`src/rtl/grant_lock_ctrl.sv`:
```
`default_nettype none
// ============================================================================
// Module   : grant_lock_ctrl
// Purpose  : Locks shared-resource ownership to the arbiter's one-hot grant.
//            Ownership ends on release or on hold timeout, and timed-out
//            owners are masked from the arbiter. The optional macro
//            LOCK_COUNT_EN adds the lock_count output.
// Revision : 1.0  initial release
// ============================================================================
module grant_lock_ctrl #(
   parameter int MAX_HOLD = 16,
   parameter int CNT_W    = 8
) (
   input  logic       clk,
   input  logic       rst,
   input  logic [3:0] req,
   input  logic [3:0] grant_in,
   output logic [3:0] arb_req,
   output logic [3:0] lock_grant,
   output logic [1:0] owner_id,
   output logic       busy,
   output logic       timeout,
   output logic       onehot_err
`ifdef LOCK_COUNT_EN
   ,
   output logic [7:0] lock_count
`endif
);

   typedef enum logic [1:0] {
      S_IDLE    = 2'd0,
      S_LOCKED  = 2'd1,
      S_RELEASE = 2'd2
   } state_t;

   localparam logic [CNT_W-1:0] c_hold_last = CNT_W'(MAX_HOLD - 1);
   localparam logic [CNT_W-1:0] c_cnt_max   = '1;

   state_t           r_state;
   state_t           w_state_nxt;
   logic [3:0]       r_lock_grant, w_lock_grant_nxt;
   logic [1:0]       r_owner_id,   w_owner_id_nxt;
   logic             r_busy,       w_busy_nxt;
   logic             r_timeout,    w_timeout_nxt;
   logic             r_onehot_err, w_onehot_err_nxt;
   logic [CNT_W-1:0] r_hold_cnt,   w_hold_cnt_nxt;
   logic [3:0]       r_tmo_mask,   w_tmo_mask_nxt;
   logic             w_lock_taken;

   logic [2:0]       w_grant_cnt;
   logic [1:0]       w_grant_idx;
   logic             w_grant_onehot;
   logic             w_grant_multi;
   logic             w_grant_masked;
   logic             w_owner_req;
   logic             w_hold_expired;

   assign w_grant_cnt    = 3'(grant_in[0]) + 3'(grant_in[1]) + 3'(grant_in[2]) + 3'(grant_in[3]);
   assign w_grant_onehot = (w_grant_cnt == 3'd1);
   assign w_grant_multi  = (w_grant_cnt > 3'd1);
   assign w_grant_masked = |(grant_in & r_tmo_mask);
   assign w_grant_idx    = grant_in[3] ? 2'd3 :
                           grant_in[2] ? 2'd2 :
                           grant_in[1] ? 2'd1 : 2'd0;
   assign w_owner_req    = req[r_owner_id];
   assign w_hold_expired = (r_hold_cnt == c_hold_last);

   always_ff @(posedge clk or posedge rst) begin
      if (rst) begin
         r_state      <= S_IDLE;
         r_lock_grant <= '0;
         r_owner_id   <= '0;
         r_busy       <= 1'b0;
         r_timeout    <= 1'b0;
         r_onehot_err <= 1'b0;
         r_hold_cnt   <= '0;
         r_tmo_mask   <= '0;
      end else begin
         r_state      <= w_state_nxt;
         r_lock_grant <= w_lock_grant_nxt;
         r_owner_id   <= w_owner_id_nxt;
         r_busy       <= w_busy_nxt;
         r_timeout    <= w_timeout_nxt;
         r_onehot_err <= w_onehot_err_nxt;
         r_hold_cnt   <= w_hold_cnt_nxt;
         r_tmo_mask   <= w_tmo_mask_nxt;
      end
   end

   always_comb begin
      w_state_nxt      = r_state;
      w_lock_grant_nxt = r_lock_grant;
      w_owner_id_nxt   = r_owner_id;
      w_busy_nxt       = r_busy;
      w_timeout_nxt    = 1'b0;
      w_onehot_err_nxt = 1'b0;
      w_hold_cnt_nxt   = r_hold_cnt;
      // A mask bit survives only while its requester keeps asking.
      w_tmo_mask_nxt   = r_tmo_mask & req;
      w_lock_taken     = 1'b0;

      case (r_state)
         S_IDLE: begin
            if (w_grant_multi) begin
               w_onehot_err_nxt = 1'b1;
            end else if (w_grant_onehot && !w_grant_masked) begin
               // A grant to a masked requester is refused outright.
               w_state_nxt      = S_LOCKED;
               w_lock_grant_nxt = grant_in;
               w_owner_id_nxt   = w_grant_idx;
               w_busy_nxt       = 1'b1;
               w_hold_cnt_nxt   = '0;
               w_tmo_mask_nxt   = '0;
               w_lock_taken     = 1'b1;
            end
         end

         S_LOCKED: begin
            w_hold_cnt_nxt = (r_hold_cnt == c_cnt_max) ? r_hold_cnt : r_hold_cnt + 1'b1;
            if (!w_owner_req || w_hold_expired) begin
               w_state_nxt      = S_RELEASE;
               w_lock_grant_nxt = '0;
               w_owner_id_nxt   = '0;
               w_busy_nxt       = 1'b0;
               w_hold_cnt_nxt   = '0;
               // Voluntary release takes precedence over a coincident timeout.
               if (w_owner_req) begin
                  w_timeout_nxt              = 1'b1;
                  w_tmo_mask_nxt[r_owner_id] = 1'b1;
               end
            end
         end

         S_RELEASE: begin
            w_state_nxt = S_IDLE;
         end

         default: begin
            w_state_nxt = S_IDLE;
         end
      endcase
   end

   assign arb_req    = req & ~r_tmo_mask;
   assign lock_grant = r_lock_grant;
   assign owner_id   = r_owner_id;
   assign busy       = r_busy;
   assign timeout    = r_timeout;
   assign onehot_err = r_onehot_err;

`ifdef LOCK_COUNT_EN
   logic [7:0] r_lock_count;

   always_ff @(posedge clk or posedge rst) begin
      if (rst) begin
         r_lock_count <= '0;
      end else if (w_lock_taken) begin
         r_lock_count <= r_lock_count + 8'd1;
      end
   end

   assign lock_count = r_lock_count;
`endif

endmodule
`default_nettype wire
```
`config.mk`:
```
export PLATFORM = sky130hd
export DESIGN_NAME = grant_lock_ctrl
export DESIGN_NICKNAME = d
export VERILOG_FILES = /design/src/rtl/grant_lock_ctrl.sv
export SDC_FILE = /design/constraint.sdc
export NUM_CORES = 1
export LEC_CHECK = 0
export CAP_MARGIN = 20
export CORE_MARGIN = 2
export CORE_UTILIZATION = 40
export CTS_CLUSTER_DIAMETER = 30
export CTS_CLUSTER_SIZE = 16
export DETAILED_ROUTE_END_ITERATION = 16
export GPL_ROUTABILITY_DRIVEN = 1
export PLACE_DENSITY = 0.69
export SYNTH_ARGS = -nofsm -noshare
export SYNTH_HDL_FRONTEND = slang
export SYNTH_SLANG_ARGS = --single-unit
```
`constraint.sdc`:
```
create_clock -name clk -period 1.6 [get_ports clk]
set_input_delay 0.16 -clock clk [delete_from_list [all_inputs] [get_ports clk]]
set_output_delay 0.16 -clock clk [all_outputs]
set_load 0.02 [all_outputs]
```
==> impl_summary.md <==
Outcome
The flow ran to the end, but the final reports show violations. The checks that failed: setup timing.

Synth
The net count after synthesis is 139. The most used flip-flop cell after synthesis is sky130_fd_sc_hd__dfrtp_1. The main combinational cell family by area after synthesis is compound AO/OA/AOI/OAI gates. Of the total synthesized cell area, the portion taken by full adders, half adders and majority gates is 6.41%. The most frequent cell after synthesis is sky130_fd_sc_hd__dfrtp_1. Measured against the total synthesized area, the mux share comes to 2.52%.

The post-synthesis xor/xnor area fraction is 0%. During synthesis, Yosys emitted a total of 0 warnings. In the post-synthesis netlist, the biggest area contributors are sky130_fd_sc_hd__dfrtp_1 45%, sky130_fd_sc_hd__ha_1 4.9%, sky130_fd_sc_hd__inv_1 3.2%. The count of flip-flops with a built-in enable after synthesis is 0.

The post-synthesis area per instance is 10.5 um2. By count the netlist is led by 23 x sky130_fd_sc_hd__dfrtp_1, 11 x sky130_fd_sc_hd__inv_1, 8 x sky130_fd_sc_hd__nor2_1. The proportion of register bits with asynchronous set or reset after synthesis is 100%. The number of different library cells in the post-synthesis netlist is 41. Counting every instance in the synthesized netlist gives 123. The synthesized netlist devotes 24.8% of its cell area to compound gates. The post-synthesis sequential element count is 23. After synthesis, the largest area contributor takes up 44.7% of total cell area. The area share of and/or/nand/nor cells after synthesis is 16.1%. The library cell with the largest summed area after synthesis is sky130_fd_sc_hd__dfrtp_1. The netlist area before placement is 0.00129 mm2.

The sequential-to-total area share from yosys stat is 44.7%.

Finish
The fraction of layout instances using a drive strength above 1 is 42.9%. The number of antenna repair diodes is 0. The net count of the finished layout is 199. The final standard cell count with taps included and fillers excluded is 226. The sequential cell area is 576 um2. Fill cells in the final layout number 253.

Measured on the finished design, the core utilization comes to 65.4%. The finished layout cell area is 0.00200 mm2. The area of combinational cells with multiple inputs is 758 um2.

The area growth from synthesis to layout is 55.0%.

Place
The last weighted congestion value of the routability-driven placer is 0.848. In this run the cell area measured after placement is 0.00180 mm2. The count of input and output buffers is 22.

Timing analysis after detailed placement gives a worst setup slack of -1590 ps. The HPWL after detailed placement is 2470 um. Including well taps, the total number of placed cells is 216.

Power
The analysis attributes to cell leakage a power of 0.904 nW. The peak supply drop is 849 uV. For this design the ratio of total power to cell area is 1220 mW/mm2.

Timing
The final count of pins violating max slew is 0. The number of failing setup endpoints in the final timing report is 21. The maximum clock frequency is 437 MHz.

Hold is met by 158 ps. The worst clock skew is 1.46 ps. The final critical-path setup slack is -688 ps. The worst path in the final design needs a cycle of 2290 ps, including I/O delays and setup. The final worst-path cycle share is 143%. For the pin with the worst max-slew slack, the measured transition is 460 ps. The final hold violation count is 0. Setup repair after global routing could not meet its margin everywhere. In this run the tightest slew margin relative to its limit is 69.1%.

Clock tree
CTS saw 23 sinks. The tree is rooted in a sky130_fd_sc_hd__clkbuf_4. The clock latency on the worst-skew pair is 310 ps. The CTS buffer count is 3. The TritonCTS clock tree is yes. The number of levels the H-tree was split into is 1.

No sink is reached through more buffers than the 2 on the longest clock path. Clock-pin slew was measured on the worst setup and hold paths at 130 ps.

Worst setup path
The worst setup path is of the input port to flip-flop kind. The worst endpoint data arrival time is 2500 ps. The worst setup path is launched from an input port. At the worst endpoint, the required time is 1810 ps.

STA classifies the critical path endpoint as a flip-flop. Along the worst path, the maximum fanout reaches 7.

Global route
Entering global routing, the biggest net connects 24 pins. The total congestion overflow after global routing is 0. The initial antenna violation count is 0. The global-route total usage across every layer is 20.6%. The wire length of the first global-routing pass is 5680 um. The via count of the first global-routing pass is 1259.

Route
The post-detailed-route via-to-cell ratio is 5.31. The vias after detailed routing is 1201. In this run the remaining antenna-violating nets after routing total 0. After detailed routing, the number of remaining DRC violations is 0. Dividing the detail-routed wire length by the instance count gives 15.6 um. The final layout contains routed wiring with a total length of 3520 um. The first detailed-routing pass ran for 4 iterations. For this block, the initial DRC count from the detailed router was 63.

Die
The initial core utilization is 42.2%. The floorplan step defined a die boundary enclosing 0.00369 mm2. The die outline height is 60.8 um. 23 I/O pins were placed. The core region area is 0.00305 mm2. The number of core rows is 20. The chip width is 60.8 um.

Min path
The tightest min-delay check is of the input port to flip-flop type.

Job
The number of violations of the max-capacitance limit is 0.
==> sequential cells by signal (all words and copies together) (netlist names) <==
name	cells
busy	1
r_state	2
r_hold_cnt	8
lock_grant	4
onehot_err	1
timeout	1
owner_id	2
r_tmo_mask	4
==> cell usage in the layout (no fill, tap or decap), drive strengths merged, types with 2 or more instances in the layout <==
cell type,n
nand3,4
ha,5
nor4,2
a22o,8
nor2b,4
nor2,8
or2,2
inv,11
a41oi,2
nor3,2
a21o,2
a32oi,4
a31oi,3
buf,40
clkbuf,3
o21ai,4
dfrtp,23
a21oi,7
clkdlybuf4s50,13
nand2,7
dlygate4sd2,5
o211ai,3
==> path summary, 6_finish.rpt <==
path,slack (ps),startpoint,depth (start not counted),to
worst min-delay path,160,grant_in[1],3,lock_grant[1]$_DFFE_PP0P_
worst min register to register,550,lock_grant[0]$_DFFE_PP0P_,1,lock_grant[0]$_DFFE_PP0P_
worst max register to register,-190,r_tmo_mask[2]$_DFF_PP0_,4,busy$_DFFE_PP0P_
min in group asynchronous,180,rst,3,timeout$_DFF_PP0_
worst max-delay path,-690,grant_in[0],11,busy$_DFFE_PP0P_
max in group asynchronous,1190,rst,3,r_tmo_mask[0]$_DFF_PP0_
==> cell type report <==
class                           count  area share [%]
Sequential cell                    23            28.8
Clock inverter                      1           0.251
Multi-Input combinational cell     85            38.0
Tap cell                           44            2.76
Timing Repair Buffer               59            26.5
Inverter                           11            2.57
Clock buffer                        3            1.13
==> per-stage QoR <==
step | total power [mW] | TNS, ps
after detailed placement | 1.95 | -31310
final | 2.43 | -12580
after global routing | 2.58 | -14190
after floorplan | 1.45 | -15160
after global placement | 1.93 | -29880
after CTS | 2.30 | -12710
==> repair_timing <==
item / in CTS / in global routing
setup buffers: 3 / 3
gates resized for setup: 32 / 20
gates cloned: 0 / 0
endpoints found under the setup margin: 26 / 22
pin swaps: 9 / 11
hold buffers: 0 / 0
==> kinds of logic after synthesis <==
logic type / Yosys count
flops: 23
mux: 2
compound gates: 39
fa+ha+maj: 6
simple gates: 38
buf+inv: 15
==> report_power, final <==
| group | total, mW | switching, mW | internal, mW | leakage (nW) |
|---|---|---|---|---|
| clock network | 0.274 | 0.181 | 0.0934 | 0.0177 |
| registers | 0.815 | 0.101 | 0.714 | 0.310 |
| logic | 1.34 | 0.631 | 0.709 | 0.577 |
| total | 2.43 | 0.913 | 1.52 | 0.904 |
==> metal layers <==
metal,part of all wire [%],GRT usage (%)
met2,54,38.9
met5,0,0
met3,3.4,3.20
met1,42,24.5
met4,1.0,4.66
==> critical path, stage by stage <==
cell                     delay (ps)
sky130_fd_sc_hd__buf_8           80
sky130_fd_sc_hd__inv_4           30
sky130_fd_sc_hd__fa_1           520
sky130_fd_sc_hd__inv_1           40
sky130_fd_sc_hd__ha_2           190
sky130_fd_sc_hd__inv_2           70
sky130_fd_sc_hd__ha_4           190
sky130_fd_sc_hd__or3b_4         400
sky130_fd_sc_hd__o41a_1         370
sky130_fd_sc_hd__a21o_4         230
sky130_fd_sc_hd__a21o_2         230
Note: power is estimated with default switching activity, not from simulation.
